**src/rtl/mult_pkg.sv**
```systemverilog
// Shared types and constants for the sequential radix-4 Booth multiplier.
package mult_pkg;

  localparam int unsigned DEFAULT_WIDTH      = 32;
  localparam int unsigned DEFAULT_ITERATIONS = DEFAULT_WIDTH / 2;

  // Controller states: operand capture, digit iteration, result write-back.
  typedef enum logic [1:0] {
    IDLE = 2'd0,
    BUSY = 2'd1,
    DONE = 2'd2
  } state_e;

  // Multiple of the multiplicand selected by one Booth digit.
  typedef enum logic [2:0] {
    ZERO = 3'd0,
    POS1 = 3'd1,
    POS2 = 3'd2,
    NEG1 = 3'd3,
    NEG2 = 3'd4
  } booth_sel_e;

  // Iteration counter width; at least one bit even for a single digit.
  function automatic int unsigned cnt_width(input int unsigned iters);
    return (iters > 1) ? $clog2(iters) : 1;
  endfunction

  localparam int unsigned DEFAULT_CNT_W = cnt_width(DEFAULT_ITERATIONS);

endpackage

```
**src/rtl/mult_seq_module_booth_recoder.sv**
```systemverilog
// Radix-4 Booth recoder: multiplier triplet {b[i+1], b[i], b[i-1]} to a digit select.
module booth_recoder
  import mult_pkg::*;
(
  input  logic [2:0] triplet,
  output booth_sel_e sel
);

  // Standard radix-4 digit table: value = -2*b[i+1] + b[i] + b[i-1].
  always_comb begin
    sel = ZERO;
    case (triplet)
      3'b000:  sel = ZERO;
      3'b001:  sel = POS1;
      3'b010:  sel = POS1;
      3'b011:  sel = POS2;
      3'b100:  sel = NEG2;
      3'b101:  sel = NEG1;
      3'b110:  sel = NEG1;
      3'b111:  sel = ZERO;
      default: sel = ZERO;
    endcase
  end

endmodule

```
**src/rtl/mult_seq_module.sv**
```systemverilog
// Iterative signed multiplier, one radix-4 Booth digit per cycle, with overflow flag.
module mult_seq_module
  import mult_pkg::*;
#(
  parameter int unsigned WIDTH      = DEFAULT_WIDTH,
  parameter int unsigned ITERATIONS = WIDTH / 2
) (
  input  logic             clock,
  input  logic             reset_n,
  input  logic [WIDTH-1:0] data_operandA,
  input  logic [WIDTH-1:0] data_operandB,
  input  logic             ctrl_MULT,
  output logic [WIDTH-1:0] data_result,
  output logic             data_exception,
  output logic             data_inputRDY,
  output logic             data_resultRDY
);

  localparam int unsigned CNT_W = cnt_width(ITERATIONS);
  // Two guard bits so that -2 * most-negative multiplicand is representable.
  localparam int unsigned ACC_W = WIDTH + 2;

  state_e             state_q, state_d;
  logic               load_c, step_c, finish_c;
  logic [WIDTH-1:0]   a_q;
  logic [WIDTH-1:0]   b_q;
  logic               b_prev_q;
  logic [ACC_W-1:0]   acc_q;
  logic [CNT_W-1:0]   count_q;

  booth_sel_e         sel_c;
  logic [ACC_W-1:0]   a_ext_c;
  logic [ACC_W-1:0]   a_dbl_c;
  logic [ACC_W-1:0]   term_c;
  logic [ACC_W-1:0]   sum_c;
  logic [2*WIDTH-1:0] product_c;
  logic               overflow_c;

  booth_recoder u_booth_recoder (
    .triplet ({b_q[1:0], b_prev_q}),
    .sel     (sel_c)
  );

  // Partial-product term selected by the current Booth digit.
  always_comb begin
    a_ext_c = {{2{a_q[WIDTH-1]}}, a_q};
    a_dbl_c = {a_ext_c[ACC_W-2:0], 1'b0};
    term_c  = '0;
    case (sel_c)
      POS1:    term_c = a_ext_c;
      POS2:    term_c = a_dbl_c;
      NEG1:    term_c = ACC_W'(~a_ext_c + ACC_W'(1));
      NEG2:    term_c = ACC_W'(~a_dbl_c + ACC_W'(1));
      default: term_c = '0;
    endcase
    sum_c = ACC_W'(acc_q + term_c);
  end

  // Full product after the last shift; overflow when the upper half plus the
  // result sign bit are not a pure sign extension.
  always_comb begin
    product_c  = {acc_q[WIDTH-1:0], b_q};
    overflow_c = !((&product_c[2*WIDTH-1:WIDTH-1]) || !(|product_c[2*WIDTH-1:WIDTH-1]));
  end

  // State register.
  always_ff @(posedge clock or negedge reset_n) begin
    if (!reset_n) begin
      state_q <= IDLE;
    end else begin
      state_q <= state_d;
    end
  end

  // Next-state and datapath strobes.
  always_comb begin
    state_d  = state_q;
    load_c   = 1'b0;
    step_c   = 1'b0;
    finish_c = 1'b0;
    case (state_q)
      IDLE: begin
        if (ctrl_MULT) begin
          load_c  = 1'b1;
          state_d = BUSY;
        end
      end
      BUSY: begin
        step_c = 1'b1;
        if (count_q == CNT_W'(ITERATIONS - 1)) begin
          state_d = DONE;
        end
      end
      DONE: begin
        finish_c = 1'b1;
        state_d  = IDLE;
      end
      default: state_d = IDLE;
    endcase
  end

  // Operand capture, then accumulate and arithmetic-shift {acc, b} right by two.
  always_ff @(posedge clock or negedge reset_n) begin
    if (!reset_n) begin
      a_q      <= '0;
      b_q      <= '0;
      b_prev_q <= 1'b0;
      acc_q    <= '0;
      count_q  <= '0;
    end else if (load_c) begin
      a_q      <= data_operandA;
      b_q      <= data_operandB;
      b_prev_q <= 1'b0;
      acc_q    <= '0;
      count_q  <= '0;
    end else if (step_c) begin
      acc_q    <= {{2{sum_c[ACC_W-1]}}, sum_c[ACC_W-1:2]};
      b_q      <= {sum_c[1:0], b_q[WIDTH-1:2]};
      b_prev_q <= b_q[1];
      count_q  <= CNT_W'(count_q + CNT_W'(1));
    end
  end

  // Registered handshake and result outputs.
  always_ff @(posedge clock or negedge reset_n) begin
    if (!reset_n) begin
      data_result    <= '0;
      data_exception <= 1'b0;
      data_inputRDY  <= 1'b1;
      data_resultRDY <= 1'b0;
    end else begin
      data_inputRDY  <= (state_d == IDLE);
      data_resultRDY <= finish_c;
      if (finish_c) begin
        data_result    <= product_c[WIDTH-1:0];
        data_exception <= overflow_c;
      end
    end
  end

endmodule

```
**config.mk**
```make
export PLATFORM = sky130hd
export DESIGN_NAME = mult_seq_module
export DESIGN_NICKNAME = d
export VERILOG_FILES = /design/src/rtl/mult_pkg.sv /design/src/rtl/mult_seq_module_booth_recoder.sv /design/src/rtl/mult_seq_module.sv
export SDC_FILE = /design/constraint.sdc
export NUM_CORES = 1
export LEC_CHECK = 0
export ABC_AREA = 1
export CAP_MARGIN = 10
export CORE_UTILIZATION = 60
export CTS_BUF_LIST = sky130_fd_sc_hd__clkbuf_2 sky130_fd_sc_hd__clkbuf_4 sky130_fd_sc_hd__clkbuf_8
export CTS_CLUSTER_SIZE = 14
export DETAILED_ROUTE_END_ITERATION = 8
export PLACE_DENSITY_LB_ADDON = 0.3
export RECOVER_POWER = 25
export SLEW_MARGIN = 0
export SYNTH_ARGS = -nofsm -noshare
export SYNTH_HDL_FRONTEND = slang
export SYNTH_HIERARCHICAL = 1
export SYNTH_SLANG_ARGS = --single-unit
```
**constraint.sdc**
```tcl
create_clock -name clock -period 5.2 [get_ports clock]
set_input_delay 0.78 -clock clock [delete_from_list [all_inputs] [get_ports clock]]
set_output_delay 0.78 -clock clock [all_outputs]
set_load 0.02 [all_outputs]
```
==> impl_metrics.tcl, run 1 <==
set metrics [dict create \
    fill_cells 1217 \
    route.detailed.drc 0 \
    drive_above_1_share 0.0577 \
    setup_violations 0 \
    start_util 0.614 \
    fmax_mhz 266 \
    irDropWorstVdd_mv 0.315 \
    synth_area_per_cell_um2 7.03 \
    clock_skew_ns 0.0196 \
    hold_buffers 0 \
    fin_crit_ns 3.76 \
    maxCapViolCount 1 \
    yosys_most_used_dff "dfrtp_1" \
    path_max_fanout 26 \
    insertion_delay_ns 0.47 \
    p_per_area_nw_per_um2 774 \
    slew_headroom -0.590 \
    finalCritPeriodShare 0.722 \
    synth-async-reset-ratio 1.00 \
    rows 45 \
    synth_sequential_area_ratio 0.372 \
    synth_top_family_by_area "simple AND/OR/NAND/NOR gates" \
    vias_per_cell 5.78 \
    dpl.hpwl_mm 19.4 \
    synth_edf_count 0 \
    report.final.hold_viol_count 0 \
    grt_overflow_total 0 \
    path_clk_slew_ns 0.10 \
    p_switching_mw 4.52 \
    grt_setup_unrepaired "no" \
    synth_common_cells "nand2_1, inv_1, dfrtp_1" \
    die_h_um 126 \
    ant_nets 0 \
    slew_viol_final 96 \
    synth-simple-area-share 0.305 \
    cts_max_level 4 \
    drt_iter0_drc 1008 \
    hold_path_class "reg2reg" \
    post_cts_buffers 0 \
    grt_pass1_vias 8572 \
    post_cts_resized 0 \
    fin_tns_setup_ns 0 \
    grt_pass1_wl_mm 42.9 \
    die_area_um2 16000 \
    final_core_util 0.715 \
    place_congestion 0.947 \
    power_frac_seq 0.242 \
    worstSetupStartpointType "register" \
    worstMarginPinSlew_ns 2.39 \
    synth_top_area_share 0.369 \
    synthDistinctLibCells 46 \
    synth_area_leaders "dfrtp_1, nand2_1, inv_1" \
    numCtsBuffers 17 \
    p_int_mw 3.86 \
    synthMuxAreaShare 0 \
    yosysWarnings 6 \
    yosysMostFrequentCell "nand2_1" \
    pin_count 102 \
    crit_arrival_ns 4.13 \
    endpoint_kind "register" \
    netSwitchingFraction 0.539 \
    violations "capacitance limit, slew limit" \
    num_antenna_cells 0 \
    synth_cells 1321 \
    route.vias.total 9300 \
    cts.path.max_buffers 2 \
    synthAdderAreaFrac 0.0520 \
    grt_use_total 0.341 \
    power.share.clock 0.109 \
    syn_nets 1426 \
    status "finished, violations left" \
    worstPathRequired_ns 5.58 \
    r2r_cells 20 \
    synth_top_cell_by_area "dfrtp_1" \
    cts.sinks 138 \
    leakagePower_nw 5.01 \
    coreArea_um2 15100 \
    synth_compound_area_frac 0.167 \
    wl_mm 25.8 \
    drtPass1Iterations 6 \
    wl_per_cell_um 16.0 \
    port_buffers 101 \
    r2r_slack_ns 1.44 \
    nets 1514 \
    root_buffer "clkbuf_8" \
    hold_path_depth 2 \
    synth_xor_area_frac 0.0170 \
    synth-seq-cells 138 \
    grt_start_max_net_pins 96 \
    area_growth_pct 16.5 \
    dieWidth_um 126 \
    synth_area_um2 9290 \
    cts_tree "done" \
    crit_type "reg2reg" \
    comb_power_share 0.648 \
    grt_antenna_before_repair 0 \
]
## cells in the final DEF, fill, tap and decap left out, types with 7 or more instances in the layout
cell and n:
nand2_1 387, inv_1 160, dfrtp_1 137, o21ai_0 116
nor2_1 111, clkdlybuf4s50_1 100, nand3_1 79, a21oi_1 50
ha_1 37, o221ai_1 35, nand4_1 24, nor2_2 17
xor2_1 17, clkbuf_8 17, o2111ai_1 14, nor3_1 12
nor4_1 10, o22ai_1 10, buf_4 10, o21ai_1 8
nand3b_1 7
## cell type report
cell class	count	area, µm²	area share
flip-flops and latches	138	3450	0.319
clock inverters	15	176	0.0163
clock buffers	17	234	0.0216
well taps	188	235	0.0217
repair buffers	111	1080	0.0999
inverters	164	616	0.0569
multi-input cells	977	5030	0.465
## power by group through the flow
stage / Sequential [mW] / Combinational [mW] / Clock, mW
floorplan: 1.98 / 3.87 / 0
global placement: 2.02 / 5.21 / 0
CTS: 2.01 / 5.32 / 0.929
finish: 2.03 / 5.44 / 0.918
global route: 2.08 / 6.12 / 0.978
detailed placement: 2.02 / 5.30 / 0
## final timing paths
| kind | from | end |
|---|---|---|
| min in group asynchronous | reset_n | data_result[7] |
| worst min-delay path | data_result[8] | data_result[8] |
| worst min register to register | data_result[8] | data_result[8] |
| worst max register to register | b_prev_q | acc_q[32] |
| max in group asynchronous | reset_n | b_prev_q |
| worst max-delay path | b_prev_q | acc_q[32] |
## metal layers
| layer | GRT usage | share of wire | up-vias |
|---|---|---|---|
| li1 | - | - | 4584 |
| met1 | 0.494 | 0.45 | 4275 |
| met2 | 0.527 | 0.45 | 406 |
| met3 | 0.0662 | 0.084 | 35 |
| met4 | 0.0794 | 0.014 | 0 |
| met5 | 0 | 0 | - |
## critical path: stages (launching register included)
cell and delay (ns):
dfrtp_1 0.37, inv_1 0.05, ha_1 0.36, nand2_1 0.07, nand2_1 0.13, nor3_2 0.06, buf_4 0.22, inv_1 0.23
o22ai_1 0.12, a21oi_1 0.12, o21ai_0 0.13, ha_1 0.40, nand2_1 0.13, nor2_1 0.30, inv_1 0.12, nor3_1 0.37
nand3_1 0.15, nand3_1 0.12, nand3_1 0.08, nand3_1 0.09, nand2_1 0.05
## logic make-up after synthesis
| group | count (synthesis) |
|---|---|
| and+or+nand+nor | 664 |
| adders and majority gates | 38 |
| xor gates and xnor gates | 18 |
| DFF | 138 |
| buffers and inverters | 206 |
| AOI/OAI and AO/OA | 257 |
## through the flow
step	power [mW]	hold slack (ns)	instances	instance area, µm²	worst slack (ns)
floorplan	5.85	0.471	1321	9290	2.14
global placement	7.23	0.465	1578	10400	1.59
detailed placement	7.33	0.472	1578	10400	1.54
CTS	8.26	0.432	1610	10800	1.54
global route	9.18	0.515	1610	10800	1.15
finish	8.38	0.489	1610	10800	1.44
## sequential cells by signal, summed over array words and instances (netlist names)
name            flops
state_q             2
b_prev_q            1
acc_q              32
data_result        32
data_resultRDY      1
count_q             4
data_exception      1
b_q                32
data_inputRDY       1
a_q                32
Power figures use the tool's default switching activity.
==> inputs of run 2 (changes only) <==
--- a/config.mk
+++ b/config.mk
@@ -7,7 +7,7 @@
 export LEC_CHECK = 0
 export ABC_AREA = 1
 export CAP_MARGIN = 10
-export CORE_UTILIZATION = 60
+export CORE_UTILIZATION = 53
 export CTS_BUF_LIST = sky130_fd_sc_hd__clkbuf_2 sky130_fd_sc_hd__clkbuf_4 sky130_fd_sc_hd__clkbuf_8
 export CTS_CLUSTER_SIZE = 14
 export DETAILED_ROUTE_END_ITERATION = 8
==> constraint.sdc (replaced) <==
create_clock -name clock -period 3.22 [get_ports clock]
set_input_delay 0.483 -clock clock [delete_from_list [all_inputs] [get_ports clock]]
set_output_delay 0.483 -clock clock [all_outputs]
set_load 0.02 [all_outputs]
==> run 2 against run 1 <==
Compared with the run above: the run ends with capacitance limit, slew limit, setup timing left; clock-buffer cell count grew 1; critical path type unchanged; first-iteration DRC count grew 25%; via count grew 11%.
==> impl_metrics.tcl, run 2 (synthesis gave the netlist of run 1 again) <==
set metrics [dict create \
    status "finished, violations left" \
    violations "capacitance limit, slew limit, setup timing" \
    grt_setup_unrepaired "yes" \
    path_max_fanout 4 \
    area_growth_pct 38.6 \
    fin_hold_ws_ns 0.492 \
    worstSetupStartpointType "register" \
    drive_above_1_share 0.258 \
    clock_skew_ns 0.0151 \
    fin_crit_ns 3.42 \
    pin_count 102 \
    hold_path_class "reg2reg" \
    crit_arrival_ns 3.75 \
    coreArea_um2 17200 \
    vias_per_cell 5.90 \
    grt_start_max_net_pins 98 \
    grt_antenna_before_repair 0 \
    cts.path.max_buffers 2 \
    grt_pass1_vias 8917 \
    cts.sinks 138 \
    finalCritPeriodShare 1.06 \
    multi_input_area_um2 6150 \
    report.final.hold_viol_count 0 \
    final_cell_mix "nand2_1, inv_1, dfrtp_1" \
    dpl.hpwl_mm 20.3 \
    num_antenna_cells 0 \
    path_clk_slew_ns 0.09 \
    setup_violations 18 \
    grt_pass1_wl_mm 44.9 \
    dieWidth_um 134 \
    grt_use_total 0.316 \
    maxCapViolCount 1 \
    crit_type "reg2reg" \
    drt_iter0_drc 1257 \
    setup_ws_ns -0.202 \
    endpoint_kind "register" \
    port_buffers 101 \
    slew_viol_final 66 \
    insertion_delay_ns 0.48 \
    worstPathRequired_ns 3.55 \
    route.vias.total 10352 \
    numCtsBuffers 17 \
    fmax_mhz 292 \
    die_h_um 134 \
    grt_overflow_total 0 \
    rows 48 \
    slew_headroom -0.0403 \
    cts_max_level 4 \
    start_util 0.539 \
    final_common_cell "nand2_1" \
    place_congestion 0.989 \
    drtPass1Iterations 8 \
    fin_tns_setup_ns -1.55 \
    wl_per_cell_um 17.6 \
    cts_tree "done" \
    wl_mm 30.9 \
    route.detailed.drc 0 \
    root_buffer "clkbuf_8" \
    die_area_um2 18100 \
    worstMarginPinSlew_ns 1.56 \
    ant_nets 0 \
    nets 1622 \
    seqCellArea_um2 3460 \
    fill_cells 1209 \
]
==> run 2: path summary, 6_finish.rpt <==
kind | startpoint | to | slack [ns] | cells after the start
setup / recovery | a_q[1] | acc_q[17] | -0.20 | 22
hold / removal | data_result[9] | data_result[9] | 0.49 | 2
setup reg to reg | a_q[1] | acc_q[17] | -0.20 | 22
hold reg to reg | data_result[9] | data_result[9] | 0.49 | 2
max in group asynchronous | reset_n | acc_q[17] | 0.43 | 3
min in group asynchronous | reset_n | data_result[7] | 0.91 | 2
==> run 2: area by class of cell <==
type                    instances  share of cell area
clock inverters                14              0.0121
multi-input cells             977               0.478
well taps                     225              0.0219
clock buffers                  18              0.0187
inverters                     164              0.0478
flip-flops and latches        138               0.268
repair buffers                219               0.154
==> run 2: layer usage <==
| layer | up-vias | track usage | wire length (µm) |
|---|---|---|---|
| li1 | 4798 | - | - |
| met1 | 4826 | 0.472 | 13100 |
| met2 | 596 | 0.474 | 14000 |
| met3 | 132 | 0.0533 | 2630 |
| met4 | 0 | 0.0818 | 1140 |
| met5 | - | 0 | 0 |
==> run 2: repair_timing <==
| item | 4_1_cts | 5_1_grt |
|---|---|---|
| pin swaps | 8 | 92 |
| endpoints found under the setup margin | 15 | 28 |
| endpoints found under the hold margin | 5 | 0 |
| gates cloned | 0 | 1 |
| resized for setup | 15 | 283 |
| hold buffers | 1 | 0 |
| buffers inserted | 8 | 29 |
==> run 2: worst max-delay path, cell delays in order (launching register included) <==
cell and delay (ns):
dfrtp_1 0.39, inv_2 0.10, ha_4 0.16, nand2_4 0.06, nor2_4 0.16, buf_12 0.14, nand2_8 0.06, nor2_4 0.12
nand4_4 0.11, xor2_1 0.21, inv_1 0.10, nand2_1 0.07, nand4_1 0.23, ha_4 0.42, nand2_4 0.09, nor2_2 0.12
inv_1 0.10, nor2_4 0.15, nand4_1 0.15, nand3b_1 0.15, nand2_1 0.06, nand2_1 0.06, o22ai_1 0.06
==> run 2: through the flow <==
stage	instance area (µm²)	setup WS, ns	instances	util
floorplan	9290	0.161	1321	-
global placement	11000	-0.00899	1684	0.640
detailed placement	11000	-0.0652	1684	0.640
CTS	11600	-0.000443	1725	0.670
global route	12900	-0.357	1755	0.747
finish	12900	-0.202	1755	0.747
Power of run 2 is left out: the tool's default activity adds up to more than one toggle a clock period on the data nets, which glitch-free logic cannot reach.
==> inputs of run 3 (changes only) <==
--- a/config.mk
+++ b/config.mk
@@ -13,7 +13,7 @@
 export DETAILED_ROUTE_END_ITERATION = 8
 export PLACE_DENSITY_LB_ADDON = 0.3
 export RECOVER_POWER = 25
-export SLEW_MARGIN = 0
+export SLEW_MARGIN = 25
 export SYNTH_ARGS = -nofsm -noshare
 export SYNTH_HDL_FRONTEND = slang
 export SYNTH_HIERARCHICAL = 1
==> results of run 3 <==
The final DEF is identical to that of run 2; final timing and power are the same.
Power of run 3 is left out for the same reason.
